File: config.mk
export PLATFORM = sky130hd
export DESIGN_NAME = adder_64
export DESIGN_NICKNAME = d
export VERILOG_FILES = /design/src/rtl/adder_64.sv
export SDC_FILE = /design/constraint.sdc
export NUM_CORES = 1
export LEC_CHECK = 0
export ABC_AREA = 1
export CAP_MARGIN = 20
export CORE_AREA = 2 2 95 97
export CTS_BUF_LIST = sky130_fd_sc_hd__clkbuf_4
export DETAILED_ROUTE_END_ITERATION = 16
export DIE_AREA = 0 0 97 99
export DONT_BUFFER_PORTS = 1
export HOLD_SLACK_MARGIN = 0.02
export PLACE_DENSITY = 0.7
export SLEW_MARGIN = 10
export SYNTH_ARGS = -nofsm -noshare
export SYNTH_HDL_FRONTEND = slang
export SYNTH_SLANG_ARGS = --single-unit
File: constraint.sdc
create_clock -name clk -period 2.3 [get_ports clk]
set_input_delay 0.345 -clock clk [delete_from_list [all_inputs] [get_ports clk]]
set_output_delay 0.345 -clock clk [all_outputs]
set_load 0.03 [all_outputs]
File: src/rtl/adder_64.sv
// ----------------------------------------------------------------------------
// adder_64
//
// 64-bit hierarchical carry-look-ahead adder with a single output register
// stage. Computes {cout, s} = a + b + cin combinationally through a three-level
// lookahead tree (4-bit groups -> 16-bit sections -> full word) and registers
// the result on the rising clock edge. Latency is one cycle, one add per cycle,
// with no handshake.
//
// Ports:
//   clk   in   1   rising-edge clock
//   rst   in   1   asynchronous reset, active-high; clears all outputs at once
//   a     in   64  addend A (unsigned or two's complement)
//   b     in   64  addend B
//   cin   in   1   carry-in
//   s     out  64  registered sum, bits [63:0] of a+b+cin
//   cout  out  1   registered carry-out, bit 64 of a+b+cin
//   ovf   out  1   registered signed overflow (only when ADDER_OVF_EN is defined)
//
// Configuration macro:
//   ADDER_OVF_EN  when defined, adds the ovf port (c64 ^ c63), registered with
//                 the same latency and reset as s and cout.
// ----------------------------------------------------------------------------
module adder_64 (
    input  logic        clk,
    input  logic        rst,
    input  logic [63:0] a,
    input  logic [63:0] b,
    input  logic        cin,
    output logic [63:0] s,
`ifdef ADDER_OVF_EN
    output logic        cout,
    output logic        ovf
`else
    output logic        cout
`endif
);

    // Lookahead carries c1..c3 of a 4-wide block from its lower three
    // generate/propagate pairs and the block carry-in. Every carry is a flat
    // sum of products, so no carry depends on another carry in the same block.
    function automatic logic [2:0] carries3(input logic [2:0] g,
                                            input logic [2:0] p,
                                            input logic       c);
        logic [2:0] co;
        co[0] = g[0] | (p[0] & c);
        co[1] = g[1] | (p[1] & g[0]) | (p[1] & p[0] & c);
        co[2] = g[2] | (p[2] & g[1]) | (p[2] & p[1] & g[0])
              | (p[2] & p[1] & p[0] & c);
        return co;
    endfunction

    // Block generate: G = g3 | p3g2 | p3p2g1 | p3p2p1g0.
    function automatic logic gen4(input logic [3:0] g,
                                  input logic [3:0] p);
        return g[3] | (p[3] & g[2]) | (p[3] & p[2] & g[1])
             | (p[3] & p[2] & p[1] & g[0]);
    endfunction

    logic [63:0] w_g;      // bit generate
    logic [63:0] w_p;      // bit propagate
    logic [64:0] w_c;      // carry into each bit; w_c[64] is the carry-out
    logic [15:0] w_grpG;   // 4-bit group generate
    logic [15:0] w_grpP;   // 4-bit group propagate
    logic [3:0]  w_secG;   // 16-bit section generate
    logic [3:0]  w_secP;   // 16-bit section propagate
    logic [3:0]  w_secC;   // carry into each section
    logic [63:0] w_sum;

    logic [63:0] r_s;
    logic        r_cout;

    assign w_g = a & b;
    assign w_p = a ^ b;

    // Level 1: sixteen 4-bit groups. Each consumes its group carry-in from
    // level 2 and produces the three carries internal to the group.
    genvar k;
    generate
        for (k = 0; k < 16; k++) begin : gen_group
            assign w_grpG[k]          = gen4(w_g[4*k +: 4], w_p[4*k +: 4]);
            assign w_grpP[k]          = &w_p[4*k +: 4];
            assign w_c[4*k+1 +: 3]    = carries3(w_g[4*k +: 3], w_p[4*k +: 3],
                                                 w_c[4*k]);
        end
    endgenerate

    // Level 2: four section units over four groups each. They supply the
    // carries into groups 1..3 of their section and the section G/P.
    genvar j;
    generate
        for (j = 0; j < 4; j++) begin : gen_section
            assign w_secG[j] = gen4(w_grpG[4*j +: 4], w_grpP[4*j +: 4]);
            assign w_secP[j] = &w_grpP[4*j +: 4];
            assign {w_c[16*j+12], w_c[16*j+8], w_c[16*j+4]} =
                carries3(w_grpG[4*j +: 3], w_grpP[4*j +: 3], w_secC[j]);
            assign w_c[16*j] = w_secC[j];
        end
    endgenerate

    // Level 3: a single unit over the four sections yields c16, c32, c48 and
    // the final carry-out c64.
    assign w_secC[0]   = cin;
    assign w_secC[3:1] = carries3(w_secG[2:0], w_secP[2:0], cin);
    assign w_c[64]     = gen4(w_secG, w_secP) | ((&w_secP) & cin);

    assign w_sum = w_p ^ w_c[63:0];

    // Output register. Reset clears the result immediately and holds it at
    // zero; the first edge after release captures whatever is on the inputs.
    always_ff @(posedge clk or posedge rst) begin
        if (rst) begin
            r_s    <= '0;
            r_cout <= 1'b0;
        end else begin
            r_s    <= w_sum;
            r_cout <= w_c[64];
        end
    end

    assign s    = r_s;
    assign cout = r_cout;

`ifdef ADDER_OVF_EN
    logic r_ovf;

    // Two's-complement overflow occurs when the carries into and out of the
    // sign bit disagree.
    always_ff @(posedge clk or posedge rst) begin
        if (rst) begin
            r_ovf <= 1'b0;
        end else begin
            r_ovf <= w_c[64] ^ w_c[63];
        end
    end

    assign ovf = r_ovf;
`endif

endmodule

After elaboration in Yosys (flattened, before gate mapping)
Index checks and enable logic that the tools add are counted.

Bitwise operators: 488. Reductions and logical operators: 21.

Operators by type and width (number): $and 1x1->1 (295); $or 1x1->1 (190); $xor 64x64->64 (2); $and 64x64->64 (1); $reduce_and 16->1 (4); $reduce_and 4->1 (16); $reduce_and 64->1 (1).

Input port bits: 131. Output and inout bits: 65. Logic and storage cells: 511. Register bits after elaboration: 65.

Depth between registers and ports, before layout
Gate-level depths: netlist of the first run.

Word-level depth: 18. Gate-level depth with buffers: 17.

Worst setup path after synthesis of the first run
OpenSTA, ideal clock, no wires.

Path type: in2reg. Start point: input a[33]. End point: register r_s[53] (netlist: s[53]). Data arrival time: 2.044 ns. Library setup time: 0.127 ns. Stages on the path: 10. Path buffers: 0. Setup slack: 0.129 ns. Cell sequence: ha_1 a21o_1 a21oi_2 nor2_1 nor2_2 nand3_4 nand2_2 nand2_2 fa_1 xor2_1.

Cells in the longest elaborated chain, start to end: 14. Elaborated cells on any way between the ends: 23.

Ends and longest elaborated chain: start, declared (line 27) `input logic [63:0] a,`; $and 64x64->64 or $xor 64x64->64 (tied branches) (line 73, 74); $and 1x1->1 (on tied branches) (line 56, 57); $or 1x1->1 or $and 1x1->1 (tied branches) (line 56, 57); $or 1x1->1 (line 57) `| (p[3] & p[2] & p[1] & g[0]);`; $and 1x1->1 (line 57); $or 1x1->1 (line 57); $or 1x1->1 (2 in a row) (line 48) `co[2] = g[2] | (p[2] & g[1]) | (p[2] & p[1] & g[0])`; $or 1x1->1 * (line 49) `| (p[2] & p[1] & p[0] & c);`; $and 1x1->1 * (line 46) `co[0] = g[0] | (p[0] & c);`; $or 1x1->1 * (line 46); $and 1x1->1 * (line 46); $or 1x1->1 * (line 46); $xor 64x64->64 * (line 107) `assign w_sum = w_p ^ w_c[63:0];`; net w_sum[53] (line 68) `logic [63:0] w_sum;`; end signal, assigned (line 116) `r_s <= w_sum;`; end, declared (line 70) `logic [63:0] r_s;`.

Mark *: on every way through the listed nets, which the timed path passes. The rest lies on a longest branch.

Worst setup path in the final report of the first run
Start point: input a[49]. End point: register r_s[57] (netlist: s[57]).

Cells in the longest elaborated chain, start to end: 10. Elaborated cells on any way between the ends: 16.

Ends and longest elaborated chain: $and 64x64->64 or $xor 64x64->64 (tied branches) (line 73, 74); $and 1x1->1 (on tied branches) (line 56, 57); $or 1x1->1 or $and 1x1->1 (tied branches) (line 56, 57); $or 1x1->1 (line 57); $and 1x1->1 (line 47) `co[1] = g[1] | (p[1] & g[0]) | (p[1] & p[0] & c);`; $or 1x1->1 (line 47); $or 1x1->1 * (line 47); $and 1x1->1 * (line 46); $or 1x1->1 * (line 46); $xor 64x64->64 * (line 107); net w_sum[57] (line 68).

Marked as above.

==> metrics.md, run 1 <==
| Metric | Value |
|---|---|
| Area grow syn2layout | `10.6%` |
| Ys async rst share | `100%` |
| Pwr Density | `696 nW/um^2` |
| WL final | `10,200 um` |
| Largest cells by area after synthesis | `dfrtp_1 34%, ha_1 17%, nand2_1 13%` |
| Lkg Pwr | `2.94 nW` |
| WL per Instance | `14.2 um` |
| Io pins | `196` |
| Via density | `5.16` |
| Filler cells | `728` |
| Synthesized flop and latch total | `65` |
| Crit path time final | `1.89 ns` |
| Setup bufs post-CTS | `0` |
| Post-synth top cells | `159 x nand2_1, 85 x inv_1, 65 x dfrtp_1` |
| First-pass GRT wire length | `16,800 um` |
| WP data arrival | `2.17 ns` |
| Final setup viols | `0` |
| YS warnings | `0` |
| CP peak stage delay | `0.38 ns` |
| Status | `completed` |
| TritonCTS clock tree | `yes` |
| Clk buf depth | `2` |
| RD Place Congestion | `0.866` |
| Area leader, netlist | `dfrtp_1` |
| Total CTS buffers | `9` |
| Final hold viol count | `0` |
| Most common flop cell mapped by yosys | `dfrtp_1` |
| Number of distinct library cells after synthesis | `30` |
| Slowest-stage cell, CP | `fa_1` |
| Max H-tree Level | `3` |
| Overall Power | `3.66 mW` |
| Avg Cell Area, Syn | `8.41 sq um` |
| Initial core utilization | `55.6%` |
| Unrepaired setup endpoints after global routing | `no` |
| Initial DRC Count | `85` |
| Setup crit end kind | `flip-flop` |
| Post-synthesis sequential area ratio | `34.2%` |
| Fin. max-slew vios | `0` |
| Number of synthesized flops with an enable pin | `0` |
| WP data required | `2.58 ns` |
| TNS Setup | `0 ns` |
| Syn nets | `777` |
| CTS sink cnt | `65` |
| Largest net degree at the start of global routing | `25` |
| Antenna Cells | `0` |
| Cell mode on critical path | `a21oi_1` |
| Critical path class | `input port to flip-flop` |
| Sequential Area | `1630 sq um` |
| Nets@finish | `816` |
| DP HPWL | `8890 um` |
| Worst vdd ir | `0.000308 V` |
| Crit path cell chain | `ha_1 -> a21oi_1 -> o21ai_0 -> a21oi_1 -> nor2_1 -> nor3_1 -> nand2_2 -> fa_1 -> xor2_1` |
| Row Count | `34` |
| Core outline area | `8550 sq um` |
| Gates resized, CTS repair | `0` |
| Crit start category | `input port` |
| Initial antenna violation count | `0` |
| Mapped cell area | `4760 sq um` |
| Hold Startpoint | `b[32]` |
| Slew Limit Headroom | `71.4%` |
| Worst setup endpoint | `s[57]$_DFF_PP0_` |
| Detailed-router iteration count before antenna repair | `4` |
| Hold Crit Class | `input port to flip-flop` |
| Area of the multi-input gates | `2800 sq um` |
| Most frequent cell after synthesis | `nand2_1` |
| Die Y | `99 um` |
| Final Cycle Share | `82.2%` |
| Number of global-route vias before repair | `3,764` |
| CP startpoint | `a[49]` |
| CTS root buf | `clkbuf_4` |
| Max-cap violations | `0` |
| Residual DRC | `0` |
| Remaining antenna violation count | `0` |
| Highest Clock Rate | `0.529 GHz` |
| Chip width | `97 um` |
| Total number of vias | `3,703` |
| Reg clk slew, reported paths | `0.11 ns` |
| Cells after Synth | `566` |
| Port bufs | `0` |
| Remaining global-route overflow | `0` |
| WHS | `0.111 ns` |
| DIE AREA | `9600 sq um` |
| CP Max Fanout | `3` |
| Proportion of layout cells with a drive suffix above 1 | `13.1%` |
| Tot GR Track Use | `21.8%` |
| Top cell type's share of synthesized area | `34.2%` |
| Slew @ Worst Pin | `0.428 ns` |
==> report_power, final <==
group / internal, mW / switching, mW
Combinational: 0.370 / 0.487
Clock: 0.438 / 0.401
Sequential: 1.37 / 0.598
==> cells in the final DEF (no fill, tap or decap), types with 4 or more instances in the layout <==
cell,count
inv_1,84
nand2_4,4
nand3_1,37
nand2_1,159
inv_2,4
clkbuf_4,10
nor2_2,7
nand2_2,16
xor2_1,24
ha_1,64
fa_1,16
nor2_1,26
buf_4,26
dfrtp_1,65
a21oi_1,28
xnor2_1,6
==> cell families (layout without fill, tap and decap cells) <==
logic type | Yosys count | count (layout) | synth area share, %
flops | 65 | 65 | 34.2
xor+xnor | 30 | 30 | 5.52
compound gates | 43 | 43 | 5.34
fa+ha+maj | 80 | 80 | 23.6
buf+inv | 88 | 131 | 6.94
simple gates | 260 | 260 | 24.5
==> state kept, by name, summed over array words and instances, names as in the netlist <==
register	flops
s	64
cout	1
==> worst max-delay path: cells and delay by family <==
family	cells	cell delay (ns)
AND/OR/NAND/NOR	3	0.39
AO/OA/AOI/OAI	3	0.58
adder cells (fa/ha/maj)	2	0.69
XOR/XNOR	1	0.16
==> metrics by stage <==
step	cell area [sq um]	util, %	setup WS [ns]	cells
3_5_place_dp	5110	59.7	-0.0195	701
3_3_place_gp	5110	59.7	0.0238	701
4_1_cts	5270	61.6	0.419	717
6_report	5270	61.6	0.410	717
2_1_floorplan	4760	-	0.129	566
5_1_grt	5270	61.6	0.256	717
==> timing repair <==
item / 4_1_cts / 5_1_grt
hold endpoints to repair: 17 / 0
hold buffers: 1 / 0
endpoints found under the setup margin: 0 / 0
==> how the worst min path moves through the flow <==
stage	to	depth (start not counted)	slack [ns]
final	s[32]$_DFF_PP0_	1	0.11
after detailed placement	s[63]$_DFF_PP0_	1	0.25
after global routing	s[20]$_DFF_PP0_	1	0.07
after global placement	s[63]$_DFF_PP0_	1	0.25
after floorplan	s[8]$_DFF_PP0_	1	0.51
after CTS	s[32]$_DFF_PP0_	1	0.07
==> area by class of cell <==
| type | instances | area share, % |
|---|---|---|
| Multi-Input combinational cell | 413 | 53.2 |
| Sequential cell | 65 | 30.9 |
| Inverter | 88 | 6.27 |
| Timing Repair Buffer | 28 | 4.28 |
| Tap cell | 108 | 2.57 |
| Clock buffer | 10 | 1.43 |
| Clock inverter | 5 | 1.35 |
==> layer usage <==
metal / vias to the layer above / track usage [%] / wire length, um
met5: - / 0 / 0
met4: 0 / 8.78 / 209
met3: 19 / 6.31 / 758
met2: 132 / 40.5 / 5380
met1: 1693 / 23.2 / 3850
li1: 1859 / - / -
No activity file was read; power rests on OpenSTA's default activity.
==> run 2: changes to the inputs <==
--- a/config.mk
+++ b/config.mk
@@ -13,7 +13,7 @@
 export DIE_AREA = 0 0 97 99
 export DONT_BUFFER_PORTS = 1
 export HOLD_SLACK_MARGIN = 0.02
-export PLACE_DENSITY = 0.7
+export PLACE_DENSITY = 0.73
 export SLEW_MARGIN = 10
 export SYNTH_ARGS = -nofsm -noshare
 export SYNTH_HDL_FRONTEND = slang
==> constraint.sdc (replaced) <==
create_clock -name clk -period 1.71 [get_ports clk]
set_input_delay 0.2565 -clock clk [delete_from_list [all_inputs] [get_ports clk]]
set_output_delay 0.2565 -clock clk [all_outputs]
set_load 0.03 [all_outputs]
==> run 2 against run 1 <==
- sequential power up 35%
- wire length rose by 14%
- critical path depth grew 3
- non-clock buffer count increased by 66
- global-route usage rose by 2.6 points
- sequential share of layout area is 5.8 points lower
- worst setup slack worse by 0.39 ns
- clock power grew 43%
- via count rose by 9.8%
- sequential cell count did not move
- largest power group unchanged
- combinational power increased by 77%
==> metrics.md, run 2 (synthesized netlist as in run 1, its figures left out) <==
| Metric | Value |
|---|---|
| Chip width | `97 um` |
| Fin. max-slew vios | `0` |
| WL per Instance | `14.8 um` |
| Worst vdd ir | `0.000503 V` |
| Slew @ Worst Pin | `0.517 ns` |
| Final setup viols | `0` |
| TritonCTS clock tree | `yes` |
| Post-route cell area | `6490 sq um` |
| Largest net degree at the start of global routing | `32` |
| CTS sink cnt | `65` |
| Total number of vias | `4,066` |
| Row Count | `34` |
| TNS Setup | `0 ns` |
| Final hold viol count | `0` |
| Hold Crit Depth | `1` |
| DP HPWL | `9410 um` |
| Sw power | `2.17 mW` |
| Detailed-router iteration count before antenna repair | `5` |
| Seq pwr share | `49.3%` |
| Io pins | `196` |
| CTS root buf | `clkbuf_4` |
| Critical path class | `input port to flip-flop` |
| Initial DRC Count | `70` |
| Crit start category | `input port` |
| Cell-internal power | `3.20 mW` |
| Initial antenna violation count | `0` |
| Via density | `5.19` |
| CP Max Fanout | `5` |
| WP data arrival | `1.99 ns` |
| Reg clk slew, reported paths | `0.12 ns` |
| Highest Clock Rate | `0.592 GHz` |
| Hold Crit Class | `input port to flip-flop` |
| Unrepaired setup endpoints after global routing | `yes` |
| Filler cells | `604` |
| Clock Power Share | `22.3%` |
| Die Y | `99 um` |
| Core outline area | `8550 sq um` |
| Met3 Use GR | `5.96%` |
| Total CTS buffers | `9` |
| Nets@finish | `882` |
| Number of global-route vias before repair | `4,336` |
| Most frequent cells in the layout | `136 x nand2_1, 83 x inv_1, 71 x buf_4, 65 x dfrtp_1, 39 x ha_4` |
| Max reg flops | `64` |
| Met1 Resource Use GR | `26.3%` |
| Max H-tree Level | `3` |
| Residual DRC | `0` |
| Initial core utilization | `55.6%` |
| Busiest grt layer | `met2` |
| Remaining global-route overflow | `0` |
| Overall Power | `5.38 mW` |
| Sw Ratio | `40.4%` |
| Slew Limit Headroom | `65.5%` |
| WL final | `11,600 um` |
| Most common cell after layout, fill and taps aside | `nand2_1` |
| Status | `completed` |
| Proportion of layout cells with a drive suffix above 1 | `31.8%` |
| Port bufs | `0` |
| Sequential Area | `1630 sq um` |
| Pwr Density | `828 nW/um^2` |
| DIE AREA | `9600 sq um` |
| Area after DPL | `5970 sq um` |
| Area grow syn2layout | `36.4%` |
| Antenna Cells | `0` |
| Max-cap violations | `0` |
| First-pass GRT wire length | `18,900 um` |
| RD Place Congestion | `0.875` |
| Area of the multi-input gates | `3460 sq um` |
| Met2 usage | `44.2%` |
| Remaining antenna violation count | `0` |
| Setup crit end kind | `flip-flop` |
| WP data required | `2.01 ns` |
| Lkg Pwr | `3.28 nW` |
| Final Cycle Share | `98.8%` |
| Comb pwr share | `28.3%` |
| Tot GR Track Use | `24.4%` |
| Crit path time final | `1.69 ns` |
| Clk buf depth | `2` |
-- run 2: cell types whose count changed in the layout (fill, tap and decap cells not counted), moves of 4 or more --
cell / delta
nand2_2: +18
buf_4: +45
nand2_1: -23
a21oi_1: -4
dlygate4sd3_1: +21
ha_4: +39
nor2_2: +6
nand2_4: +5
fa_2: +9
ha_1: -39
fa_1: -9
nor2_1: -8
-- run 2: final cells by class --
type | count | area share [%]
clock buffer | 9 | 1.04
tap | 108 | 2.08
inverter | 88 | 5.15
timing repair buffer | 94 | 11.9
multi-input combinational | 413 | 53.3
clock inverter | 7 | 1.47
sequential | 65 | 25.1
-- run 2: power groups by stage --
stage	combinational (mW)	clock [mW]	sequential [mW]
6_report	1.52	1.20	2.65
5_1_grt	1.73	1.30	2.67
4_1_cts	1.48	1.23	2.66
3_5_place_dp	1.42	0	2.69
3_3_place_gp	1.33	0	2.69
2_1_floorplan	0.974	0	2.62
-- run 2: worst paths after layout --
path,from,end,slack [ns]
worst max-delay path,a[4],s[49]$_DFF_PP0_,0.02
worst min-delay path,a[4],s[4]$_DFF_PP0_,0.007
max in group asynchronous,rst,s[38]$_DFF_PP0_,0.81
min in group asynchronous,rst,s[19]$_DFF_PP0_,0.33
-- run 2: through the flow --
stage / util (%) / hold WS (ns) / cells / setup WS (ns)
after CTS: 74.4 / 0.0201 / 782 / 0.0318
after floorplan: - / 0.394 / 566 / -0.256
final: 75.9 / 0.00739 / 784 / 0.0213
after global routing: 75.9 / 0.0204 / 784 / -0.0275
after detailed placement: 69.8 / 0.194 / 743 / -0.397
after global placement: 69.8 / 0.194 / 743 / -0.358
-- run 2: worst max-delay path: stages --
cell and delay, ns:
ha_1 0.30, nand2_1 0.12, nor2_4 0.05, nand2_2 0.09
nor2_2 0.05, nor2_2 0.14, nand2_4 0.09, nand2_4 0.07
nand3_4 0.13, buf_4 0.17, fa_1 0.37, xor2_1 0.17
-- run 2: timing repair --
action                                 CTS  global route
setup endpoints to repair                0            10
setup buffers                            0             3
gates resized for setup                  0            30
hold buffers                            23             0
endpoints found under the hold margin   32             0
-- run 2: layer usage --
| layer | part of all wire [%] | up-vias |
|---|---|---|
| met5 | 0 | - |
| met4 | 3.8 | 0 |
| met2 | 52 | 154 |
| met1 | 37 | 1888 |
| met3 | 6.9 | 33 |
| li1 | - | 1991 |
==> run 3: changes to the inputs <==
--- a/config.mk
+++ b/config.mk
@@ -13,6 +13,7 @@
 export DIE_AREA = 0 0 97 99
 export DONT_BUFFER_PORTS = 1
 export HOLD_SLACK_MARGIN = 0.02
+export MAX_ROUTING_LAYER = met4
 export PLACE_DENSITY = 0.73
 export SLEW_MARGIN = 10
 export SYNTH_ARGS = -nofsm -noshare
==> run 3 against run 2 <==
- non-clock buffer count stayed put
- global-route usage is 0.75 points higher
- sequential share of layout area stayed put
- sequential power hardly changed
- clock power hardly changed
- count of clock-buffer cells in the layout stayed put
- critical endpoint unchanged
- highest routed layer unchanged
==> metrics.md, run 3 (synthesized netlist as in run 1, its figures left out) <==
| Metric | Value |
|---|---|
| Status | `completed` |
| Clock Power Share | `22.4%` |
| Post-layout util | `75.9%` |
| Top Layer Used | `met4` |
| Cell-internal power | `3.20 mW` |
| WL per Instance | `14.8 um` |
| Sw Ratio | `40.4%` |
| Sw power | `2.18 mW` |
| Antenna Cells | `0` |
| Slew @ Worst Pin | `0.519 ns` |
| Chip width | `97 um` |
| CTS sink cnt | `65` |
| Die Y | `99 um` |
| WP data required | `2.01 ns` |
| Tot GR Track Use | `25.2%` |
| Final setup viols | `0` |
| Fin. max-slew vios | `0` |
| Final Cycle Share | `98.7%` |
| CTS root buf | `clkbuf_4` |
| Slew Limit Headroom | `65.3%` |
| Detailed-router iteration count before antenna repair | `5` |
| Pwr Density | `829 nW/um^2` |
| Crit start category | `input port` |
| CP Max Fanout | `5` |
| Highest Clock Rate | `0.592 GHz` |
| First-pass GRT wire length | `18,900 um` |
| Hold Crit Class | `input port to flip-flop` |
| Total number of vias | `4,067` |
| Max reg flops | `64` |
| WL final | `11,600 um` |
| Io pins | `196` |
| Dpl ws | `-0.397 ns` |
| Overall Power | `5.38 mW` |
| Crit path time final | `1.69 ns` |
| Via density | `5.19` |
| Filler cells | `604` |
| WHS | `0.00500 ns` |
| Most common cell after layout, fill and taps aside | `nand2_1` |
| Wire length on met1 | `4440 um` |
| Port bufs | `0` |
| Unrepaired setup endpoints after global routing | `yes` |
| DP HPWL | `9410 um` |
| Seq pwr share | `49.3%` |
| Final hold viol count | `0` |
| Metal2 WL | `6030 um` |
| TNS Setup | `0 ns` |
| Worst vdd ir | `0.000504 V` |
| Critical path class | `input port to flip-flop` |
| Area grow syn2layout | `36.4%` |
| Most frequent cells in the layout | `136 x nand2_1, 83 x inv_1, 71 x buf_4, 65 x dfrtp_1, 39 x ha_4` |
| Comb pwr share | `28.3%` |
| Residual DRC | `0` |
| Max-cap violations | `0` |
| Core outline area | `8550 sq um` |
| Initial core utilization | `55.6%` |
| Lkg Pwr | `3.28 nW` |
| Row Count | `34` |
| Reg clk slew, reported paths | `0.13 ns` |
| Proportion of layout cells with a drive suffix above 1 | `31.8%` |
| Remaining global-route overflow | `0` |
| DIE AREA | `9600 sq um` |
| Worst Slack Setup Final | `0.0221 ns` |
| Initial antenna violation count | `0` |
| Total CTS buffers | `9` |
| Number of global-route vias before repair | `4,348` |
| Max H-tree Level | `3` |
| Clk buf depth | `2` |
| RD Place Congestion | `0.889` |
| WP data arrival | `1.99 ns` |
| Largest net degree at the start of global routing | `32` |
| Initial DRC Count | `76` |
| TritonCTS clock tree | `yes` |
| Remaining antenna violation count | `0` |
| Nets@finish | `882` |
| WL met3 | `712 um` |
| Setup crit end kind | `flip-flop` |
run 3: routing by layer:
metal | track usage (%) | vias to the layer above
li1 | - | 1992
met4 | 13.2 | 0
met3 | 5.04 | 33
met1 | 26.9 | 1886
met2 | 44.2 | 156
met5 | - | -
run 3: area by class of cell:
class,count,area [sq um],area share (%)
multi-input combinational,413,3460,53.3
sequential,65,1630,25.1
timing repair buffer,94,773,11.9
inverter,88,334,5.15
tap,108,135,2.08
clock inverter,7,95.1,1.47
clock buffer,9,67.6,1.04
run 3: worst max-delay path, stage by stage:
cell and delay, ns:
ha_1 0.30, nand2_1 0.12, nor2_4 0.05, nand2_2 0.09, nor2_2 0.05, nor2_2 0.14
nand2_4 0.09, nand2_4 0.07, nand3_4 0.13, buf_4 0.17, fa_1 0.37, xor2_1 0.17
run 3: path summary, 6_finish.rpt:
path / from / end / slack, ns / depth (start not counted)
worst max-delay path: a[4] / s[49]$_DFF_PP0_ / 0.02 / 12
worst min-delay path: a[4] / s[4]$_DFF_PP0_ / 0.005 / 1
max in group asynchronous: rst / s[38]$_DFF_PP0_ / 0.81 / 3
min in group asynchronous: rst / s[19]$_DFF_PP0_ / 0.33 / 2
run 3: metrics by stage:
| stage | std cells | instance area, sq um |
|---|---|---|
| floorplan | 566 | 5300 |
| global placement | 743 | 5970 |
| detailed placement | 743 | 5970 |
| CTS | 782 | 6360 |
| global route | 784 | 6490 |
| finish | 784 | 6490 |
run 3: power groups by stage:
| stage | clock network [mW] | logic [mW] | registers, mW |
|---|---|---|---|
| final | 1.20 | 1.52 | 2.65 |
| after global routing | 1.30 | 1.73 | 2.67 |
| after CTS | 1.23 | 1.48 | 2.66 |
| after detailed placement | 0 | 1.42 | 2.69 |
| after global placement | 0 | 1.33 | 2.69 |
| after floorplan | 0 | 0.974 | 2.62 |
run 3: what timing repair did:
action / CTS / global route
hold buffers: 23 / 0
buffers inserted: 0 / 3
setup endpoints to repair: 0 / 10
endpoints found under the hold margin: 32 / 0
gates resized for setup: 0 / 30
